[src/rtl/byte_stripe_pkg.sv]
// byte_stripe_pkg
// Shared types for the transmit-side byte striper and for any model that
// un-stripes its lanes again.
//   DATA_W_DEF   : default byte / lane width
//   IDLE_W       : width of the collector idle counter (FLUSH_CYCLES <= 15)
//   coll_state_e : collector state, EMPTY (no byte held) / HALF (lane-0 byte held)
//   pair_t       : one frame worth of lane data {d0, d1, v0, v1}
package byte_stripe_pkg;

  localparam int DATA_W_DEF = 8;
  localparam int IDLE_W     = 4;

  typedef enum logic {
    EMPTY = 1'b0,
    HALF  = 1'b1
  } coll_state_e;

  // Width is fixed to DATA_W_DEF; the striper is instantiated at that width.
  typedef struct packed {
    logic [DATA_W_DEF-1:0] d0;
    logic [DATA_W_DEF-1:0] d1;
    logic                  v0;
    logic                  v1;
  } pair_t;

endpackage

[src/rtl/byte_striping_if.sv]
// byte_striping_if
// Byte stream in, two-lane frame out.
//   data_in / valid_in              : serial byte stream (no backpressure)
//   data_stripe_0/1, valid_stripe_0/1 : lane bytes, held for a whole frame
//   stripe_phase                    : frame phase, commit at end of phase 1
// Modports: master = byte source / lane sink side, slave = striper.
interface byte_striping_if #(
  parameter int DATA_W = 8
);
  logic [DATA_W-1:0] data_in;
  logic              valid_in;
  logic [DATA_W-1:0] data_stripe_0;
  logic [DATA_W-1:0] data_stripe_1;
  logic              valid_stripe_0;
  logic              valid_stripe_1;
  logic              stripe_phase;

  modport master (
    output data_in, valid_in,
    input  data_stripe_0, data_stripe_1, valid_stripe_0, valid_stripe_1,
           stripe_phase
  );

  modport slave (
    input  data_in, valid_in,
    output data_stripe_0, data_stripe_1, valid_stripe_0, valid_stripe_1,
           stripe_phase
  );
endinterface

[src/rtl/byte_striping.sv]
// byte_striping
// Distributes a serial byte stream at clk_2f alternately onto two lanes
// (lane 0 first). Lane outputs only change on frame boundaries (every second
// clk_2f edge) so the serializers behind can sample them at clk_f.
// A lone lane-0 byte followed by FLUSH_CYCLES idle cycles is sent on its own.
// Ports:
//   clk_2f : sole clock, posedge
//   reset  : synchronous, active-high
//   bus    : byte_striping_if.slave (byte in, lanes/valids/phase out)
module byte_striping
  import byte_stripe_pkg::*;
#(
  parameter int DATA_W       = DATA_W_DEF,
  parameter int FLUSH_CYCLES = 3
) (
  input  logic             clk_2f,
  input  logic             reset,
  byte_striping_if.slave   bus
);

  localparam logic [IDLE_W-1:0] FLUSH_LAST = IDLE_W'(FLUSH_CYCLES - 1);

  logic                  phase_q,      phase_d;
  coll_state_e           state_q,      state_d;
  logic [DATA_W-1:0]     stage_0_q,    stage_0_d;
  logic [IDLE_W-1:0]     idle_cnt_q,   idle_cnt_d;
  pair_t                 pair_buf_q,   pair_buf_d;
  logic                  pair_valid_q, pair_valid_d;
  pair_t                 lanes_q,      lanes_d;

  logic                  pair_set;   // a complete (or flushed) pair forms this edge
  logic                  commit;     // this edge ends a frame

  // Collector: pairs consecutive bytes, or flushes a lone byte after idling.
  always_comb begin
    state_d    = state_q;
    stage_0_d  = stage_0_q;
    idle_cnt_d = idle_cnt_q;
    pair_buf_d = pair_buf_q;
    pair_set   = 1'b0;
    unique case (state_q)
      EMPTY: begin
        if (bus.valid_in) begin
          stage_0_d  = bus.data_in;
          idle_cnt_d = '0;
          state_d    = HALF;
        end
      end
      HALF: begin
        if (bus.valid_in) begin
          pair_buf_d = '{d0: stage_0_q, d1: bus.data_in, v0: 1'b1, v1: 1'b1};
          pair_set   = 1'b1;
          state_d    = EMPTY;
        end else if (idle_cnt_q == FLUSH_LAST) begin
          // Enough idle cycles: ship lane 0 alone; next byte restarts on lane 0.
          pair_buf_d = '{d0: stage_0_q, d1: '0, v0: 1'b1, v1: 1'b0};
          pair_set   = 1'b1;
          state_d    = EMPTY;
        end else begin
          idle_cnt_d = idle_cnt_q + 1'b1;
        end
      end
      default: state_d = EMPTY;
    endcase
  end

  // Frame commit. The commit reads the old pair_buf; a pair formed on the
  // same edge overwrites the buffer and keeps pair_valid set.
  always_comb begin
    phase_d = ~phase_q;
    commit  = phase_q;
    lanes_d = lanes_q;
    if (commit) begin
      if (pair_valid_q) begin
        lanes_d = pair_buf_q;
      end else begin
        lanes_d.v0 = 1'b0;
        lanes_d.v1 = 1'b0;
      end
    end
    pair_valid_d = pair_set | (pair_valid_q & ~commit);
  end

  always_ff @(posedge clk_2f) begin
    if (reset) begin
      phase_q      <= 1'b0;
      state_q      <= EMPTY;
      stage_0_q    <= '0;
      idle_cnt_q   <= '0;
      pair_buf_q   <= '0;
      pair_valid_q <= 1'b0;
      lanes_q      <= '0;
    end else begin
      phase_q      <= phase_d;
      state_q      <= state_d;
      stage_0_q    <= stage_0_d;
      idle_cnt_q   <= idle_cnt_d;
      pair_buf_q   <= pair_buf_d;
      pair_valid_q <= pair_valid_d;
      lanes_q      <= lanes_d;
    end
  end

  assign bus.data_stripe_0  = lanes_q.d0;
  assign bus.data_stripe_1  = lanes_q.d1;
  assign bus.valid_stripe_0 = lanes_q.v0;
  assign bus.valid_stripe_1 = lanes_q.v1;
  assign bus.stripe_phase   = phase_q;

endmodule
[src/flat_wrapper.sv]
// flat-port wrapper written by rule: the top's interface ports become plain ports
module byte_striping_flat import byte_stripe_pkg::*;
#(
  parameter int DATA_W       = DATA_W_DEF,
  parameter int FLUSH_CYCLES = 3
)
  (clk_2f, reset, bus_data_in, bus_valid_in, bus_data_stripe_0, bus_data_stripe_1, bus_valid_stripe_0, bus_valid_stripe_1, bus_stripe_phase);
  byte_striping_if #(.DATA_W(DATA_W)) bus_i ();
  input  logic clk_2f;
  input  logic reset;
  input wire logic [$bits(bus_i.data_in)-1:0] bus_data_in;
  input wire logic [$bits(bus_i.valid_in)-1:0] bus_valid_in;
  output wire logic [$bits(bus_i.data_stripe_0)-1:0] bus_data_stripe_0;
  output wire logic [$bits(bus_i.data_stripe_1)-1:0] bus_data_stripe_1;
  output wire logic [$bits(bus_i.valid_stripe_0)-1:0] bus_valid_stripe_0;
  output wire logic [$bits(bus_i.valid_stripe_1)-1:0] bus_valid_stripe_1;
  output wire logic [$bits(bus_i.stripe_phase)-1:0] bus_stripe_phase;
  assign bus_i.data_in = bus_data_in;
  assign bus_i.valid_in = bus_valid_in;
  assign bus_data_stripe_0 = bus_i.data_stripe_0;
  assign bus_data_stripe_1 = bus_i.data_stripe_1;
  assign bus_valid_stripe_0 = bus_i.valid_stripe_0;
  assign bus_valid_stripe_1 = bus_i.valid_stripe_1;
  assign bus_stripe_phase = bus_i.stripe_phase;
  byte_striping #(.DATA_W(DATA_W), .FLUSH_CYCLES(FLUSH_CYCLES)) u_core (.clk_2f(clk_2f), .reset(reset), .bus(bus_i));
endmodule
[config.mk]
export PLATFORM = sky130hd
export DESIGN_NAME = byte_striping_flat
export DESIGN_NICKNAME = d
export VERILOG_FILES = /design/src/rtl/byte_stripe_pkg.sv /design/src/rtl/byte_striping_if.sv /design/src/rtl/byte_striping.sv /design/src/flat_wrapper.sv
export SDC_FILE = /design/constraint.sdc
export NUM_CORES = 1
export LEC_CHECK = 0
export ABC_AREA = 1
export BUFFER_PORTS_ARGS = -buffer_cell sky130_fd_sc_hd__buf_2
export CORE_MARGIN = 2
export CORE_UTILIZATION = 55
export CTS_BUF_LIST = sky130_fd_sc_hd__clkbuf_4 sky130_fd_sc_hd__clkbuf_8
export CTS_CLUSTER_DIAMETER = 40
export CTS_CLUSTER_SIZE = 40
export DETAILED_ROUTE_END_ITERATION = 8
export PLACE_DENSITY = 0.8
export REMOVE_ABC_BUFFERS = 1
export SKIP_CTS_REPAIR_TIMING = 1
export SYNTH_ARGS = -nofsm -noshare
export SYNTH_HDL_FRONTEND = slang
export SYNTH_SLANG_ARGS = --single-unit
export TNS_END_PERCENT = 5
[constraint.sdc]
create_clock -name clk_2f -period 3.1 [get_ports clk_2f]
set_clock_uncertainty 0.15 [all_clocks]
set_input_delay 0.31 -clock clk_2f [delete_from_list [all_inputs] [get_ports clk_2f]]
set_output_delay 0.31 -clock clk_2f [all_outputs]
set_load 0.03 [all_outputs]
==> metrics.cfg <==
[status]
status=complete, no violations

[timing]
fin_crit_sh_pct=55.0
slew_viol_final=0
finalHoldViolCount=0
grt_setup_unrepaired=false
timing.fmax_mhz=587
setup_tns_ns=0
setup_viol=0
tightest_slew_ns=0.572
slew_headroom_pct=61.8
min_period_ns=1.70

[detailed_routing]
drt_iter0_markers=66
dr.pass1.iters=4
viasPerCell=4.92
via_count=1541
wl_um=3350
drt.antenna.violating_nets=0
routedWlPerCell_um=10.7
drcViolationCount=0

[critical_path]
cp_max_fo=20
crit_path_start_kind=flip-flop
crit_arrival_ns=1.86
path_class=flip-flop to flip-flop
slowest_stage=dfxtp_1
path_cells=inv_1 -> nand2_1 -> o21ai_0 -> a21oi_1
slowest_delay_ns=0.63
required_ns=3.25
reg2reg_depth=4
r2r_slack_ns=1.40
end_kind=flip-flop

[logic_synthesis]
yosysTopAreaCellShare_pct=52.2
synth.distinct_cells=24
netlist_instances=240
synthSimpleGateAreaFrac_pct=23.4
synth_area_per_cell_sq_um=8.15
synth_adder_area_share_pct=1.28
synth.largest_area_cell=dfxtp_1
ys_warn_count=0
syn-cell-area_sq_um=1960
synth_top_family_by_area=simple AND/OR/NAND/NOR gates
synth-xor-area-share_pct=0.448
ys_seq_elements=51
async_flop_share_pct=0
synth_edf_count=0
synth_compound_area_share_pct=15.6
yosysSeqAreaShare_pct=52.2
synth_flop_cell=dfxtp_1
muxShareOfSynthArea_pct=0
synth.area.top_cells=dfxtp_1 52%, nor2_1 9.8%, o21ai_0 6.6%, nand2_1 5.8%, a21oi_1 3.8%

[floorplan]
die-width_um=63.7
ios=30
dieArea_sq_um=4050
die_y_um=63.7
coreArea_sq_um=3390
fp-row-count=21
initial_utilization_pct=57.7

[grt]
grtUsageTotal_pct=18.4
grt_pass1_wl_um=5740
grt_max_degree=36
overflow=0
antenna_found_initial=0
first_global_vias=1343

[finish]
num-fill-cells=310
nNetsFinal=279
final_cell_mix=51 x nor2_1, 51 x dfxtp_1, 30 x nand2_1, 29 x buf_2, 26 x o21ai_0
syn_to_final_growth_pct=10.2
antenna_cells=0
layout-drive-gt1-share_pct=23.2

[pwr]
irDropWorstVdd_v=0.000354
p_per_area_nw_per_um2=527
power_mw=1.14
p_leak_nw=0.927

[clock_tree]
root_buffer=clkbuf_4
clk_latency_ns=0.37
cts_tree=done
htree_levels=2
cts_buffers=5
cts.sinks=51
clock_path_buffers=2
cts.reportedPaths.clkPinSlew_ns=0.14

[worst_hold_path]
holdPathStages=3
min-delay-path-class=input pin to flip-flop

[placed_design]
globalplace.congestion=0.787
dp_hpwl_um=2370
io_buffers=29

[run]
maxCapViolCount=0

[per-stage QoR]
stage,setup slack [ns],instances,utilization [%],area (sq um),hold slack [ns]
floorplan,1.60,229,-,1880,0.222
detailed placement,1.44,305,61.6,2090,0.287
CTS,1.42,313,63.6,2160,0.0429
finish,1.40,313,63.6,2160,0.0488
global route,1.21,313,63.6,2160,0.0156
global placement,1.49,305,61.6,2090,0.286
[power breakdown]
| part | switching, mW | internal [mW] |
|---|---|---|
| clock | 0.202 | 0.122 |
| sequential | 0.0154 | 0.684 |
| combinational | 0.0761 | 0.0373 |
| total | 0.294 | 0.843 |
[registers in the layout, indices dropped and copies added (netlist names)]
| name | flops |
|---|---|
| u_core.state_q | 1 |
| u_core.bus.valid_stripe_0 | 1 |
| u_core.pair_valid_q | 1 |
| u_core.bus.data_stripe_0 | 8 |
| u_core.pair_buf_q | 18 |
| u_core.bus.stripe_phase | 1 |
| u_core.bus.valid_stripe_1 | 1 |
| u_core.idle_cnt_q | 4 |
| u_core.stage_0_q | 8 |
| u_core.bus.data_stripe_1 | 8 |
[worst paths after layout]
| path | endpoint | from |
|---|---|---|
| min | u_core.pair_buf_q[6] | bus_data_in[4] |
| max reg2reg | u_core.stage_0_q[0] | u_core.state_q |
| max | u_core.stage_0_q[0] | u_core.state_q |
| min reg2reg | u_core.stage_0_q[1] | u_core.stage_0_q[1] |
[synth_stat cells (all sizes together) (2+ instances only)]
library cell,n
nor2,52
dfxtp,51
nand2,41
o21ai,29
a21oi,23
inv,16
nand3,11
buf,8
clkbuf,3
ha,2
[logic make-up (layout without fill, tap and decap cells)]
kind of cell | after synthesis | count (layout)
compound gates | 53 | 53
xor+xnor | 1 | 1
fa+ha+maj | 2 | 2
buf+inv | 27 | 54
flops | 51 | 51
simple gates | 106 | 106
[routing by layer]
metal  routed length, um  share of wire (%)  up-vias  global-route usage [%]
met4                  52                1.6        0                    6.52
met1                1650                 49      695                    22.3
li1                    -                  -      816                       -
met2                1520                 45       25                    29.9
met5                   0                  0        -                       0
met3                 123                3.7        5                    6.96
[final cells by class]
class | instances | area [sq um] | area share [%]
sequential | 51 | 1020 | 47.4
multi-input combinational | 162 | 797 | 37.0
timing repair buffer | 30 | 153 | 7.08
inverter | 16 | 60.1 | 2.79
clock buffer | 7 | 58.8 | 2.73
tap | 46 | 57.6 | 2.67
clock inverter | 1 | 8.76 | 0.406
[critical path, delay by kind of cell, from the launching register on]
kind / cells / cell delay [ns]
flip-flops: 1 / 0.63
AND/OR/NAND/NOR: 1 / 0.45
AO/OA/AOI/OAI: 2 / 0.31
buffers and inverters: 1 / 0.11
(Power assumes the default switching activity.)
